<file path="src/rtl/config_bitstream_loader.sv">
// config_bitstream_loader
// Host-side driver for the tile array's serial configuration chain. Words
// arrive over a valid/ready stream and are shifted MSB-first onto the chain.
// The chain shift enable is high only on cycles that carry a real
// configuration bit, so it is high for exactly CHAIN_LENGTH cycles per load.
// Optional feature macro: CRC_CONFIG_LOADER_EN. When it is defined, a
// CRC-16-CCITT runs over the shifted bits and is checked against one extra
// trailing word. When it is not defined, crc_error is tied low.
// All outputs are registered. They are computed from the next state, so the
// enable and data pair is high during SHIFT cycles and low from the first
// DONE cycle onward.

module config_bitstream_loader #(
  parameter int WORD_WIDTH   = 32,
  parameter int CHAIN_LENGTH = 36,
  parameter int COUNT_WIDTH  = 16
) (
  input  logic                  config_clock,
  input  logic                  config_nreset,
  input  logic                  start,
  input  logic [WORD_WIDTH-1:0] word_data,
  input  logic                  word_valid,
  output logic                  word_ready,
  output logic                  config_data_out,
  output logic                  config_enable_out,
  output logic                  busy,
  output logic                  done,
  output logic                  crc_error
);

  localparam logic [COUNT_WIDTH-1:0] WORD_BITS  = COUNT_WIDTH'(WORD_WIDTH);
  localparam logic [COUNT_WIDTH-1:0] CHAIN_BITS = COUNT_WIDTH'(CHAIN_LENGTH);
  localparam logic [COUNT_WIDTH-1:0] ONE_C      = COUNT_WIDTH'(1);
  localparam logic [COUNT_WIDTH-1:0] ZERO_C     = COUNT_WIDTH'(0);

`ifdef CRC_CONFIG_LOADER_EN
  typedef enum logic [2:0] {
    ST_IDLE      = 3'd0,
    ST_LOAD      = 3'd1,
    ST_SHIFT     = 3'd2,
    ST_DONE      = 3'd3,
    ST_CRC_CHECK = 3'd4
  } state_t;

  // Advances the CRC-16-CCITT (poly 0x1021) by one bit, MSB-first.
  function automatic logic [15:0] crc_step(input logic [15:0] crc_in,
                                           input logic        bit_in);
    logic fb;
    fb       = crc_in[15] ^ bit_in;
    crc_step = {crc_in[14:0], 1'b0} ^ (fb ? 16'h1021 : 16'h0000);
  endfunction
`else
  typedef enum logic [2:0] {
    ST_IDLE  = 3'd0,
    ST_LOAD  = 3'd1,
    ST_SHIFT = 3'd2,
    ST_DONE  = 3'd3
  } state_t;
`endif

  state_t                 state_q, state_d;
  logic [WORD_WIDTH-1:0]  shift_q, shift_d;
  logic [COUNT_WIDTH-1:0] rem_q,   rem_d;    // chain bits not yet scheduled
  logic [COUNT_WIDTH-1:0] wcnt_q,  wcnt_d;   // bits left in the current word
  logic                   ready_q, ready_d;
  logic                   data_q,  data_d;
  logic                   en_q,    en_d;
  logic                   busy_q,  busy_d;
  logic                   done_q,  done_d;
  logic                   take_s;
  logic [COUNT_WIDTH-1:0] first_cnt_s;
`ifdef CRC_CONFIG_LOADER_EN
  logic [15:0]            crc_q,     crc_d;
  logic                   crc_err_q, crc_err_d;
`endif

  assign take_s      = word_valid & ready_q;
  // The final partial word contributes only the bits still owed to the chain.
  assign first_cnt_s = (rem_q >= WORD_BITS) ? WORD_BITS : rem_q;

  // Next-state and next-output logic. The first bit of a word is scheduled
  // on the transfer edge, so SHIFT cycles map one-to-one onto enable cycles.
  always_comb begin
    state_d = state_q;
    shift_d = shift_q;
    rem_d   = rem_q;
    wcnt_d  = wcnt_q;
    ready_d = 1'b0;
    data_d  = 1'b0;
    en_d    = 1'b0;
    busy_d  = busy_q;
    done_d  = done_q;
`ifdef CRC_CONFIG_LOADER_EN
    crc_d     = crc_q;
    crc_err_d = crc_err_q;
`endif
    case (state_q)
      ST_IDLE: begin
        busy_d = 1'b0;
        if (start) begin
          state_d = ST_LOAD;
          rem_d   = CHAIN_BITS;
          wcnt_d  = ZERO_C;
          ready_d = 1'b1;
          busy_d  = 1'b1;
          done_d  = 1'b0;
`ifdef CRC_CONFIG_LOADER_EN
          crc_d     = 16'hFFFF;
          crc_err_d = 1'b0;
`endif
        end else begin
          state_d = ST_IDLE;
        end
      end
      ST_LOAD: begin
        busy_d = 1'b1;
        if (take_s) begin
          state_d = ST_SHIFT;
          data_d  = word_data[WORD_WIDTH-1];
          en_d    = 1'b1;
          shift_d = word_data << 1;
          wcnt_d  = first_cnt_s - ONE_C;
          rem_d   = rem_q - ONE_C;
`ifdef CRC_CONFIG_LOADER_EN
          crc_d   = crc_step(crc_q, word_data[WORD_WIDTH-1]);
`endif
        end else begin
          ready_d = 1'b1;
        end
      end
      ST_SHIFT: begin
        busy_d = 1'b1;
        if (wcnt_q == ZERO_C) begin
          if (rem_q == ZERO_C) begin
`ifdef CRC_CONFIG_LOADER_EN
            state_d = ST_CRC_CHECK;
            ready_d = 1'b1;
`else
            state_d = ST_DONE;
            busy_d  = 1'b0;
            done_d  = 1'b1;
`endif
          end else begin
            state_d = ST_LOAD;
            ready_d = 1'b1;
          end
        end else begin
          data_d  = shift_q[WORD_WIDTH-1];
          en_d    = 1'b1;
          shift_d = shift_q << 1;
          wcnt_d  = wcnt_q - ONE_C;
          rem_d   = rem_q - ONE_C;
`ifdef CRC_CONFIG_LOADER_EN
          crc_d   = crc_step(crc_q, shift_q[WORD_WIDTH-1]);
`endif
        end
      end
`ifdef CRC_CONFIG_LOADER_EN
      ST_CRC_CHECK: begin
        busy_d = 1'b1;
        if (take_s) begin
          crc_err_d = (word_data[15:0] != crc_q);
          state_d   = ST_DONE;
          busy_d    = 1'b0;
          done_d    = 1'b1;
        end else begin
          ready_d = 1'b1;
        end
      end
`endif
      ST_DONE: begin
        busy_d  = 1'b0;
        done_d  = 1'b1;
        state_d = ST_IDLE;
      end
      default: begin
        state_d = ST_IDLE;
        busy_d  = 1'b0;
      end
    endcase
  end

  // State, datapath and registered outputs; asynchronous reset abandons any load.
  always_ff @(posedge config_clock or negedge config_nreset) begin
    if (!config_nreset) begin
      state_q   <= ST_IDLE;
      shift_q   <= '0;
      rem_q     <= ZERO_C;
      wcnt_q    <= ZERO_C;
      ready_q   <= 1'b0;
      data_q    <= 1'b0;
      en_q      <= 1'b0;
      busy_q    <= 1'b0;
      done_q    <= 1'b0;
`ifdef CRC_CONFIG_LOADER_EN
      crc_q     <= 16'hFFFF;
      crc_err_q <= 1'b0;
`endif
    end else begin
      state_q   <= state_d;
      shift_q   <= shift_d;
      rem_q     <= rem_d;
      wcnt_q    <= wcnt_d;
      ready_q   <= ready_d;
      data_q    <= data_d;
      en_q      <= en_d;
      busy_q    <= busy_d;
      done_q    <= done_d;
`ifdef CRC_CONFIG_LOADER_EN
      crc_q     <= crc_d;
      crc_err_q <= crc_err_d;
`endif
    end
  end

  assign word_ready        = ready_q;
  assign config_data_out   = data_q;
  assign config_enable_out = en_q;
  assign busy              = busy_q;
  assign done              = done_q;
`ifdef CRC_CONFIG_LOADER_EN
  assign crc_error         = crc_err_q;
`else
  assign crc_error         = 1'b0;
`endif

endmodule

</file>
<file path="config.mk">
export PLATFORM = sky130hd
export DESIGN_NAME = config_bitstream_loader
export DESIGN_NICKNAME = d
export VERILOG_FILES = /design/src/rtl/config_bitstream_loader.sv
export SDC_FILE = /design/constraint.sdc
export NUM_CORES = 1
export LEC_CHECK = 0
export BUFFER_PORTS_ARGS = -buffer_cell sky130_fd_sc_hd__buf_2
export CAP_MARGIN = 0
export CELL_PAD_IN_SITES_DETAIL_PLACEMENT = 1
export CELL_PAD_IN_SITES_GLOBAL_PLACEMENT = 1
export CORE_ASPECT_RATIO = 0.6
export CORE_MARGIN = 2
export CORE_UTILIZATION = 47
export CTS_CLUSTER_DIAMETER = 100
export DETAILED_ROUTE_END_ITERATION = 10
export GPL_TIMING_DRIVEN = 0
export PLACE_DENSITY_LB_ADDON = 0.1
export SLEW_MARGIN = 20
export SYNTH_ARGS = -nofsm -noshare
export SYNTH_HDL_FRONTEND = slang
export SYNTH_SLANG_ARGS = --single-unit
</file>
<file path="constraint.sdc">
create_clock -name config_clock -period 3.64 [get_ports config_clock]
set_input_delay 0 -clock config_clock [delete_from_list [all_inputs] [get_ports config_clock]]
set_output_delay 0 -clock config_clock [all_outputs]
set_load 0.005 [all_outputs]
</file>
==> reports/qor.txt, run 1 <==
CLOCK TREE
---------------------------------------------------------------------------------
Clock Pin Slew Worst Setup and Hold Paths ..........................        60 ps
CTS tree ...........................................................        built
Number of clock sinks ..............................................           70
Setup Buffers After CTS ............................................            0
Root Buffer ........................................................ sky130_fd_sc_hd__clkbuf_16
H-tree depth reported by CTS .......................................            3
Largest buffer count on any clock path .............................            2
Clock latency at the later pin of the worst-skew pair ..............       340 ps
Number of CTS-inserted buffers .....................................            9

STA
---------------------------------------------------------------------------------
Final setup TNS ....................................................         0 ps
Clock period minus final worst setup slack .........................      3440 ps
Pins over their slew limit .........................................            0
Worst hold-check slack .............................................      2.43 ps
Share of the clock period used by the worst path after layout ......        94.6%
Worst clock skew on the final layout ...............................      4.78 ps
Unrepaired setup endpoints after global routing ....................           no
Pin slew with the least headroom to its limit ......................       785 ps
Worst slew slack as a fraction of its limit ........................        47.3%
Max Freq ...........................................................    0.290 GHz
Number of endpoints with negative hold slack in the final report ...            0
Final setup violating endpoints ....................................            0
Worst Setup Slack, final ...........................................       196 ps

SYNTH
---------------------------------------------------------------------------------
Count of mapped cells out of synthesis .............................          427
Count of different cell masters after synthesis ....................           68
Post-synth top area share ..........................................        41.3%
Share of synthesized flip-flops with an asynchronous set or reset ..         100%
Synthesized area per cell ..........................................     9.93 um2
Yosys top cell by area ............................................. sky130_fd_sc_hd__dfrtp_1
Post-synthesis instance area .......................................     4240 um2
Top cells by area, synth ........................................... sky130_fd_sc_hd__dfrtp_1, sky130_fd_sc_hd__mux2i_1, sky130_fd_sc_hd__a21oi_2
Post-synth top flop ................................................ sky130_fd_sc_hd__dfrtp_1
Total of warnings raised by yosys ..................................            0
Number of enable flip-flop cells after synthesis ...................            0
Net count after synthesis ..........................................          472
Sequential-to-total area share from yosys stat .....................        41.3%
Register bit count reported by yosys ...............................           70

WORST SETUP PATH
---------------------------------------------------------------------------------
Maximum net fanout on the critical path ............................           10
Category of the most critical setup path ...........................      reg2reg
Crit path DAT ......................................................      3650 ps
Kind of end point of the critical path .............................    flip-flop
Critical-path cell with the highest stage delay .................... sky130_fd_sc_hd__nor3_1
CP Data Required Time ..............................................      3850 ps
Cell class contributing the biggest share of worst-path delay ...... compound AO/OA/AOI/OAI gates
Category of the worst setup path launch point ......................    flip-flop
Number of buffer and inverter instances along the worst setup path .            2
CP cell instances .................................................. inv_1 -> ha_1 -> a21boi_0 -> nor3_1 -> o21a_1 -> clkbuf_1 -> o21ai_0 -> a32oi_1 -> o31ai_1
Delay of the slowest cell on the worst path ........................       670 ps

PLACED DESIGN
---------------------------------------------------------------------------------
Port buffer count ..................................................           40
Placement-stage worst setup slack ..................................      20.4 ps
Final weighted congestion of routability-driven global placement ...        0.816
Cell Count Post-Placement ..........................................          580
Area post-placement ................................................     4600 um2
Placed wire-length estimate after detailed placement ...............      8.71 mm

CELLS AND AREA
---------------------------------------------------------------------------------
Diodes inserted ....................................................            0
Final core utilization .............................................        60.1%
Proportion of layout cells with a drive suffix above 1 .............        28.1%
Most common cell after layout, fill and taps aside ................. sky130_fd_sc_hd__dfrtp_1
Multi-input gate area in the final layout ..........................     2270 um2
Commonest cells after routing, fill and taps aside ................. sky130_fd_sc_hd__dfrtp_1, sky130_fd_sc_hd__buf_2, sky130_fd_sc_hd__nand2_1
Post-Layout Cell Count .............................................          625
Fill cell total of the finished layout .............................          977
Seq. cell area .....................................................     1750 um2
Final-stage net count ..............................................          554
Final design instance area without fill ............................     5180 um2
Area growth from synthesis to layout ...............................        22.1%

GLOBAL ROUTING
---------------------------------------------------------------------------------
Wire length of the first global-routing pass .......................      21.2 mm
Gr usage total .....................................................        27.8%
Pin count of the biggest net entering global routing ...............           43
Via count of the first global-routing pass .........................         3934
Initial antenna violation count ....................................            0
Total congestion overflow ..........................................            0

ROUTING
---------------------------------------------------------------------------------
Via count ..........................................................         3755
Routed wire length .................................................      12.7 mm
Routed Antenna Nets ................................................            0
Drt first pass iters ...............................................            5
Remaining DRCs .....................................................            0
Initial detailed-routing violation count ...........................          390
Routed length per placed instance ..................................      20.4 um
Via-per-instance ratio .............................................         6.01

MIN PATH
---------------------------------------------------------------------------------
HP Class ...........................................................       in2reg

FLOORPLANNING
---------------------------------------------------------------------------------
Die Wd .............................................................       127 um
Die Area ...........................................................     9830 um2
Core area ..........................................................     8620 um2
DIE HEIGHT .........................................................      77.6 um
Row count ..........................................................           26
Starting Density ...................................................        49.2%
Number of placed I/O pins ..........................................           42

POWER AND IR DROP
---------------------------------------------------------------------------------
Largest vdd supply drop ............................................     0.376 mV
Power after layout .................................................      5.26 mW
Leakage Power ......................................................      2.16 nW
Power density of the placed cells ..................................  1010 nW/um2

FLOW RUN
---------------------------------------------------------------------------------
Max-capacitance violation count ....................................            0

OUTCOME
---------------------------------------------------------------------------------
Result of the run .................................................. complete, no violations

[worst register-to-register path, delay by kind of cell (launching register included)]
family          cells  cell delay, ps
flops               1             440
simple gates        1             670
fa+ha+maj           1             280
compound gates      5            1200
buf+inv             2             720
[Yosys cell counts (all sizes together) (2+ instances only)]
master  number
and3         3
dfrtp       70
nor3b        2
or3          7
nor3        18
a311o        2
nor4         6
o21ai       23
nand2       37
nand4        4
o31ai        7
o211ai       3
buf         13
a21oi       49
nand3        7
o32ai        2
and2         3
a221o        2
or4          3
nand2b       2
and4         2
mux2i       33
nor2        53
a22o         7
clkbuf      14
inv          9
nand4b       2
a21o         5
or2          2
o311a        2
ha           9
a31oi        5
xnor2        3
[routing by layer]
layer / track usage, % / vias up / wire (um)
met5: 0 / - / 0
met4: 8.46 / 0 / 178
met3: 5.31 / 21 / 713
met2: 41.4 / 108 / 5760
met1: 41.0 / 1912 / 6100
li1: - / 1714 / -
[power by group]
part / internal, mW / total (mW) / switching, mW / leakage (nW)
combinational: 1.14 / 3.02 / 1.88 / 1.17
clock: 0.494 / 0.820 / 0.326 / 0.133
sequential: 1.11 / 1.42 / 0.305 / 0.855
[worst paths after layout]
kind / from / end / slack [ps] / cells after the start
worst min-delay path: word_data[2] / shift_q[3] / 2 / 3
worst max-delay path: state_q[1] / wcnt_q[4] / 200 / 9
worst min register to register: shift_q[11] / shift_q[11] / 530 / 2
worst max register to register: state_q[1] / wcnt_q[4] / 200 / 9
max in group asynchronous: config_nreset / shift_q[8] / 2920 / 3
min in group asynchronous: config_nreset / rem_q[10] / 150 / 2
[what timing repair did]
item / 4_1_cts / 5_1_grt
hold buffers: 30 / 0
endpoints found under the setup margin: 1 / 4
hold endpoints to repair: 69 / 0
resized for setup: 1 / 5
[kinds of logic (layout without fill, tap and decap cells)]
group	count (synthesis)	count (layout)	share of synthesized area [%]
adder cells (fa/ha/maj)	9	9	2.65
buffers and inverters	36	122	5.13
other	1	1	0.0884
flip-flops	70	70	41.3
AO/OA/AOI/OAI	119	119	20.8
multiplexers	33	33	7.79
XOR/XNOR	4	4	0.826
AND/OR/NAND/NOR	155	155	21.4
[flip-flops by register name, summed over array words and instances (netlist names)]
| register | flops |
|---|---|
| done | 1 |
| rem_q | 16 |
| shift_q | 31 |
| config_enable_out | 1 |
| word_ready | 1 |
| busy | 1 |
| wcnt_q | 16 |
| state_q | 2 |
| config_data_out | 1 |
[area by class of cell]
class | count | share of cell area, %
well taps | 112 | 2.71
clock buffers | 14 | 5.10
plain buffers | 27 | 3.62
flip-flops and latches | 70 | 33.8
repair buffers | 71 | 10.1
multi-input cells | 321 | 43.9
clock inverters | 1 | 0.0966
inverters | 9 | 0.652
Power figures use the tool's default switching activity.
==> run 2: changes to the inputs <==
ABC_AREA = 1   (was unset)
CORE_MARGIN = 3   (was 2)
CORE_UTILIZATION = 44   (was 47)
==> run 2 against run 1 <==
- non-clock buffer count fell by 3
- setup slack improved by 1100 ps
- highest routed layer unchanged
- largest cell class unchanged
- critical path type unchanged
- clock skew is essentially flat
- clock power increased by 0.9%
==> reports/qor.txt, run 2 <==
OUTCOME
--------------------------------------------------------------------------------
Result of the run ................................................. complete, no violations

WORST SETUP PATH
--------------------------------------------------------------------------------
Category of the most critical setup path ..........................      reg2reg
Delay of the slowest cell on the worst path .......................       450 ps
Maximum net fanout on the critical path ...........................           10
Crit path DAT .....................................................      2610 ps
CP cell instances ................................................. inv_1 -> ha_1 -> buf_6 -> inv_2 -> nand2_4 -> nand2_1 -> ha_1 -> nand3_4 -> nor2_4 -> nand2_1 -> nand3_1 -> o21ai_2
Category of the worst setup path launch point .....................    flip-flop
CP Data Required Time .............................................      3860 ps
Kind of end point of the critical path ............................    flip-flop
Critical-path cell with the highest stage delay ................... sky130_fd_sc_hd__dfrtp_1
Beginning of the worst register-to-register path ..................   state_q[0]
Critical path launch point ........................................   state_q[0]

CELLS AND AREA
--------------------------------------------------------------------------------
Number of flip-flops in the largest register ......................           31
Most common cell after layout, fill and taps aside ................ sky130_fd_sc_hd__nand2_1
Commonest cells after routing, fill and taps aside ................ sky130_fd_sc_hd__nand2_1, sky130_fd_sc_hd__dfrtp_1, sky130_fd_sc_hd__inv_1
Multi-input gate area in the final layout .........................     2040 um2
Final-stage net count .............................................          665
Final design instance area without fill ...........................     5170 um2
Seq. cell area ....................................................     1750 um2
Largest registers ................................................. shift_q x31, rem_q x16, wcnt_q x16
Fill cell total of the finished layout ............................         1112
Proportion of layout cells with a drive suffix above 1 ............        18.4%
Area growth from synthesis to layout ..............................        23.7%
Diodes inserted ...................................................            0
Reg with most FFs .................................................      shift_q

ROUTING
--------------------------------------------------------------------------------
Via-per-instance ratio ............................................         5.32
Remaining DRCs ....................................................            0
Routed wire length ................................................      12.8 mm
Routed Antenna Nets ...............................................            0
Routed length per placed instance .................................      17.1 um
Via count .........................................................         3999
Initial detailed-routing violation count ..........................          280
Drt first pass iters ..............................................            4

FLOORPLANNING
--------------------------------------------------------------------------------
Core area .........................................................     8880 um2
Starting Density ..................................................        47.1%
Row count .........................................................           26
Die Wd ............................................................       132 um
Die Area ..........................................................    10800 um2
Number of placed I/O pins .........................................           42
DIE HEIGHT ........................................................      81.5 um

GLOBAL ROUTING
--------------------------------------------------------------------------------
Via count of the first global-routing pass ........................         4209
GR peak layer .....................................................         met2
Global-route met1 utilization .....................................        35.0%
Met2 Track Usage GR ...............................................        41.3%
Initial antenna violation count ...................................            0
Gr usage total ....................................................        25.3%
Met3 GRT Util .....................................................        4.96%
Pin count of the biggest net entering global routing ..............           40
Wire length of the first global-routing pass ......................      21.5 mm
Total congestion overflow .........................................            0

POWER AND IR DROP
--------------------------------------------------------------------------------
Leakage Power .....................................................      2.53 nW
Switching part of the total power .................................        49.2%
Clock Power Share .................................................        17.0%
Power density of the placed cells .................................   942 nW/um2
Power dissipated by switching net loads ...........................      2.40 mW
Power after layout ................................................      4.87 mW
Design internal power .............................................      2.48 mW
Register share of total power .....................................        26.2%
Largest vdd supply drop ...........................................     0.355 mV
Power share of the combinational group ............................        56.9%

MIN PATH
--------------------------------------------------------------------------------
Origin of the worst min-delay path ................................ word_data[30]
HP Class ..........................................................       in2reg

STA
--------------------------------------------------------------------------------
Worst slew slack as a fraction of its limit .......................        64.0%
Final setup violating endpoints ...................................            0
Pin slew with the least headroom to its limit .....................       534 ps
Pins over their slew limit ........................................            0
Final setup TNS ...................................................         0 ps
Max Freq ..........................................................    0.420 GHz
Share of the clock period used by the worst path after layout .....        65.5%
Unrepaired setup endpoints after global routing ...................           no
Worst clock skew on the final layout ..............................      4.34 ps
Clock period minus final worst setup slack ........................      2380 ps
Worst hold-check slack ............................................      11.0 ps
Number of endpoints with negative hold slack in the final report ..            0

PLACED DESIGN
--------------------------------------------------------------------------------
Port buffer count .................................................           40
Placed wire-length estimate after detailed placement ..............      8.86 mm
Final weighted congestion of routability-driven global placement ..        0.827
Area post-placement ...............................................     4560 um2

SYNTH
--------------------------------------------------------------------------------
Top cells by area, synth .......................................... sky130_fd_sc_hd__dfrtp_1, sky130_fd_sc_hd__nand2_1, sky130_fd_sc_hd__inv_1
Library cell with the highest instance count after synthesis ...... sky130_fd_sc_hd__nand2_1
Number of enable flip-flop cells after synthesis ..................            0
Register bit count reported by yosys ..............................           70
Sequential-to-total area share from yosys stat ....................        41.9%
Top cell types by occurrence after synthesis ...................... sky130_fd_sc_hd__nand2_1, sky130_fd_sc_hd__dfrtp_1, sky130_fd_sc_hd__inv_1
Post-synth top area share .........................................        41.9%
Count of mapped cells out of synthesis ............................          534
Net count after synthesis .........................................          579
Count of different cell masters after synthesis ...................           44
Post-synthesis instance area ......................................     4180 um2
Synthesized area per cell .........................................     7.83 um2
Share of synthesized flip-flops with an asynchronous set or reset .         100%
Total of warnings raised by yosys .................................            0
Post-synth top flop ............................................... sky130_fd_sc_hd__dfrtp_1
Yosys top cell by area ............................................ sky130_fd_sc_hd__dfrtp_1

CLOCK TREE
--------------------------------------------------------------------------------
Root Buffer ....................................................... sky130_fd_sc_hd__clkbuf_16
Largest buffer count on any clock path ............................            2
Clock Pin Slew Worst Setup and Hold Paths .........................        60 ps
Number of clock sinks .............................................           70
Clock latency at the later pin of the worst-skew pair .............       340 ps
Setup Buffers After CTS ...........................................            0
Number of CTS-inserted buffers ....................................            9
Cts repair resizes ................................................            0
Cts-stage hold buffer count .......................................           34
H-tree depth reported by CTS ......................................            3
CTS tree ..........................................................        built

FLOW RUN
--------------------------------------------------------------------------------
Max-capacitance violation count ...................................            0

[run 2: cell count changes after synthesis, moves of 11 or more]
cell	delta
sky130_fd_sc_hd__nor2_1	+19
sky130_fd_sc_hd__a21oi_1	-11
sky130_fd_sc_hd__inv_1	+54
sky130_fd_sc_hd__nand3_1	+23
sky130_fd_sc_hd__mux2i_1	-33
sky130_fd_sc_hd__nor3_1	-12
sky130_fd_sc_hd__a21oi_2	-30
sky130_fd_sc_hd__nor2_2	-12
sky130_fd_sc_hd__o21ai_1	+13
sky130_fd_sc_hd__o211ai_1	+25
sky130_fd_sc_hd__nand2_1	+85
sky130_fd_sc_hd__o21ai_0	+17
[run 2: kinds of logic after synthesis]
family          share of synthesized area [%]
fa+ha+maj                                2.69
xor+xnor                                 1.47
buf+inv                                  9.36
other cells                            0.0897
compound gates                           16.1
simple gates                             28.4
flops                                    41.9
[run 2: critical path, delay by kind of cell (launching register included)]
family,cells,cell delay (ps)
compound gates,1,60
fa+ha+maj,2,560
buf+inv,3,500
flops,1,450
simple gates,6,700
[run 2: layer usage]
layer | up-vias | wire length (um)
li1 | 1927 | -
met1 | 1985 | 6410
met2 | 73 | 5780
met3 | 14 | 478
met4 | 0 | 146
met5 | - | 0
[run 2: path summary, 6_finish.rpt]
path / end / slack (ps) / cells after the start
setup / recovery: wcnt_q[8] / 1260 / 12
hold / removal: shift_q[31] / 10 / 4
setup reg to reg: wcnt_q[8] / 1260 / 12
hold reg to reg: shift_q[10] / 480 / 1
max in group asynchronous: shift_q[28] / 2920 / 3
min in group asynchronous: rem_q[6] / 150 / 2
[run 2: area by class of cell]
cell class | instances | share of cell area (%)
Multi-Input combinational cell | 371 | 39.4
Sequential cell | 70 | 33.9
Timing Repair Buffer | 75 | 10.9
Inverter | 73 | 5.35
Clock buffer | 12 | 4.77
Tap cell | 126 | 3.05
Buffer | 20 | 2.23
Clock inverter | 4 | 0.435
[run 2: power groups by stage]
stage,clock (mW),combinational [mW],sequential [mW]
after floorplan,0,1.99,1.24
after global placement,0,2.56,1.26
after detailed placement,0,2.67,1.28
after CTS,0.836,2.75,1.27
after global routing,0.872,3.13,1.31
final,0.827,2.77,1.28
[run 2: stage by stage]
step	cells	setup WS [ps]	util (%)
after global routing	751	987	58.2
after CTS	751	1250	58.2
final	751	1260	58.2
after detailed placement	701	1260	51.4
after global placement	700	1320	51.1
after floorplan	534	1680	-
==> run 3: changes to the inputs <==
CORE_UTILIZATION = 40   (was 44)
clock period = 1.9 ns   (was 3.64 ns; I/O delays follow)
==> run 3 against run 2 <==
- the flow now finishes with violations (setup timing)
- count of clock-buffer cells in the layout unchanged
- worst hold slack got worse by 9.5 ps
- largest cell class unchanged
- sequential share of layout area decreased by 3.4 points
- critical path depth unchanged
- wire length increased by 9.2%
- clock power increased by 90%
- combinational power increased by 150%
- clock skew increased by 6.7 ps
- sequential cell count unchanged
- cell count increased by 4.5%
==> reports/qor.txt, run 3 (same netlist as run 2, synthesis figures left out) <==
CELLS AND AREA
-------------------------------------------------------------------------------
Fill cell total of the finished layout ...........................         1205
Diodes inserted ..................................................            0
Final-stage net count ............................................          690
Commonest cells after routing, fill and taps aside ............... sky130_fd_sc_hd__nand2_1, sky130_fd_sc_hd__dfrtp_1, sky130_fd_sc_hd__inv_1
Largest registers ................................................ shift_q x31, rem_q x16, wcnt_q x16
Post-Layout Cell Count ...........................................          785
Most common cell after layout, fill and taps aside ............... sky130_fd_sc_hd__nand2_1
Area growth from synthesis to layout .............................        37.8%
Proportion of layout cells with a drive suffix above 1 ...........        30.6%
Number of flip-flops in the largest register .....................           31
Reg with most FFs ................................................      shift_q

FLOW RUN
-------------------------------------------------------------------------------
Max-capacitance violation count ..................................            0

ROUTING
-------------------------------------------------------------------------------
Routed length per placed instance ................................      17.8 um
Drt first pass iters .............................................            4
Remaining DRCs ...................................................            0
Routed Antenna Nets ..............................................            0
Via count ........................................................         4126
Initial detailed-routing violation count .........................          212
Routed wire length ...............................................      14.0 mm
Via-per-instance ratio ...........................................         5.26

STA
-------------------------------------------------------------------------------
Max Freq .........................................................    0.523 GHz
Unrepaired setup endpoints after global routing ..................          yes
Final setup violating endpoints ..................................            1
Worst Setup Slack, final .........................................     -10.9 ps
Worst clock skew on the final layout .............................      11.0 ps
Number of endpoints with negative hold slack in the final report .            0
Pins over their slew limit .......................................            0
Share of the clock period used by the worst path after layout ....         101%
Clock period minus final worst setup slack .......................      1910 ps

OUTCOME
-------------------------------------------------------------------------------
Result of the run ................................................ finished with violations
Violations in the final reports .................................. setup timing

POWER AND IR DROP
-------------------------------------------------------------------------------
Power after layout ...............................................      10.9 mW
Largest vdd supply drop ..........................................     0.791 mV
Register share of total power ....................................        22.6%
Leakage Power ....................................................      2.77 nW
Power dissipated by switching net loads ..........................      5.27 mW
Switching part of the total power ................................        48.2%
Power share of the combinational group ...........................        63.0%
Design internal power ............................................      5.67 mW
Clock Power Share ................................................        14.4%
Power density of the placed cells ................................  1900 nW/um2

WORST SETUP PATH
-------------------------------------------------------------------------------
Maximum net fanout on the critical path ..........................            7
Minimum setup slack among reg-to-reg paths .......................       -10 ps
Beginning of the worst register-to-register path .................   state_q[0]
Crit path DAT ....................................................      2140 ps
Kind of end point of the critical path ...........................    flip-flop
CP Data Required Time ............................................      2120 ps
Category of the worst setup path launch point ....................    flip-flop
Number of cell instances on the worst register-to-register path ..           12
Worst flop-to-flop path endpoint .................................   wcnt_q[13]
Category of the most critical setup path .........................      reg2reg

CLOCK TREE
-------------------------------------------------------------------------------
H-tree depth reported by CTS .....................................            3
Largest buffer count on any clock path ...........................            2
CTS tree .........................................................        built
Number of clock sinks ............................................           70
Root Buffer ...................................................... sky130_fd_sc_hd__clkbuf_16
Clock Pin Slew Worst Setup and Hold Paths ........................        60 ps
Clock latency at the later pin of the worst-skew pair ............       340 ps
Number of CTS-inserted buffers ...................................            9

MIN PATH
-------------------------------------------------------------------------------
HP Class .........................................................       in2reg
Origin of the worst min-delay path ............................... word_data[30]
Worst hold stages ................................................            4
Worst hold endpoint ..............................................  shift_q[31]

PLACED DESIGN
-------------------------------------------------------------------------------
Cell Count Post-Placement ........................................          710
Placed wire-length estimate after detailed placement .............      9.00 mm
Port buffer count ................................................           40
Final weighted congestion of routability-driven global placement .        0.871

FLOORPLANNING
-------------------------------------------------------------------------------
Die Area .........................................................    11800 um2
Row count ........................................................           28
Number of placed I/O pins ........................................           42
Core area ........................................................    10000 um2
Starting Density .................................................        41.7%
DIE HEIGHT .......................................................      85.2 um
Die Wd ...........................................................       138 um

GLOBAL ROUTING
-------------------------------------------------------------------------------
Total congestion overflow ........................................            0
Via count of the first global-routing pass .......................         4188
Pin count of the biggest net entering global routing .............           50
Wire length of the first global-routing pass .....................      21.8 mm
Initial antenna violation count ..................................            0
Gr usage total ...................................................        23.1%

-- run 3: what timing repair did --
item / in CTS / in global routing
cloned: 1 / 3
setup buffers: 4 / 18
pin swaps: 4 / 22
endpoints found under the setup margin: 59 / 61
resized for setup: 35 / 94
hold buffers: 33 / 0
hold endpoints to repair: 101 / 0
-- run 3: per-stage QoR --
stage          util (%)  setup slack (ps)  area (um2)  hold slack (ps)  setup TNS, ps
3_3_place_gp       45.6              -326        4560              247         -10890
2_1_floorplan         -              15.6        4200             -296              0
4_1_cts            53.2             -39.4        5330             5.74           -104
3_5_place_dp       45.9              -425        4590            -77.6         -15640
6_report           57.5             -10.9        5760             1.53          -10.9
5_1_grt            57.5             -93.2        5760             50.5           -758
-- run 3: layer usage --
layer	vias up	routed length, um	GRT usage [%]
met5	-	0	0
li1	1983	-	-
met1	2065	6950	33.3
met2	68	6460	35.8
met4	0	123	6.01
met3	10	459	4.79
-- run 3: power groups by stage --
| stage | Clock (mW) | Sequential [mW] | Combinational (mW) |
|---|---|---|---|
| CTS | 1.59 | 2.44 | 5.75 |
| finish | 1.57 | 2.47 | 6.89 |
| detailed placement | 0 | 2.46 | 5.22 |
| floorplan | 0 | 2.37 | 3.83 |
| global route | 1.67 | 2.53 | 7.57 |
| global placement | 0 | 2.42 | 5.02 |
-- run 3: how the worst max path moves through the flow --
stage | startpoint | to | slack, ps | cells past startpoint
5_1_grt | state_q[1] | wcnt_q[15] | -90 | 11
3_5_place_dp | state_q[0] | wcnt_q[10] | -430 | 12
6_report | state_q[0] | wcnt_q[13] | -10 | 12
2_1_floorplan | state_q[0] | wcnt_q[12] | 20 | 12
3_3_place_gp | state_q[0] | wcnt_q[10] | -330 | 12
4_1_cts | state_q[1] | wcnt_q[10] | -40 | 11
-- run 3: worst max-delay path: stages (launching register included) --
cell and delay, ps:
sky130_fd_sc_hd__dfrtp_2 430, sky130_fd_sc_hd__inv_4 80, sky130_fd_sc_hd__ha_4 170, sky130_fd_sc_hd__buf_8 150
sky130_fd_sc_hd__clkinv_8 100, sky130_fd_sc_hd__nand2_8 80, sky130_fd_sc_hd__o21ai_4 70, sky130_fd_sc_hd__o21ai_2 190
sky130_fd_sc_hd__nand3_2 170, sky130_fd_sc_hd__nor2_2 150, sky130_fd_sc_hd__nand2_1 80, sky130_fd_sc_hd__nand3_2 70
sky130_fd_sc_hd__nand2_1 40
-- run 3: area by class of cell --
type	count	area [um2]	area share, %
clock buffers	12	246	4.28
inverters	73	304	5.28
clock inverters	4	22.5	0.391
plain buffers	20	184	3.19
multi-input cells	372	2300	39.9
repair buffers	99	777	13.5
well taps	135	169	2.93
flip-flops and latches	70	1760	30.5
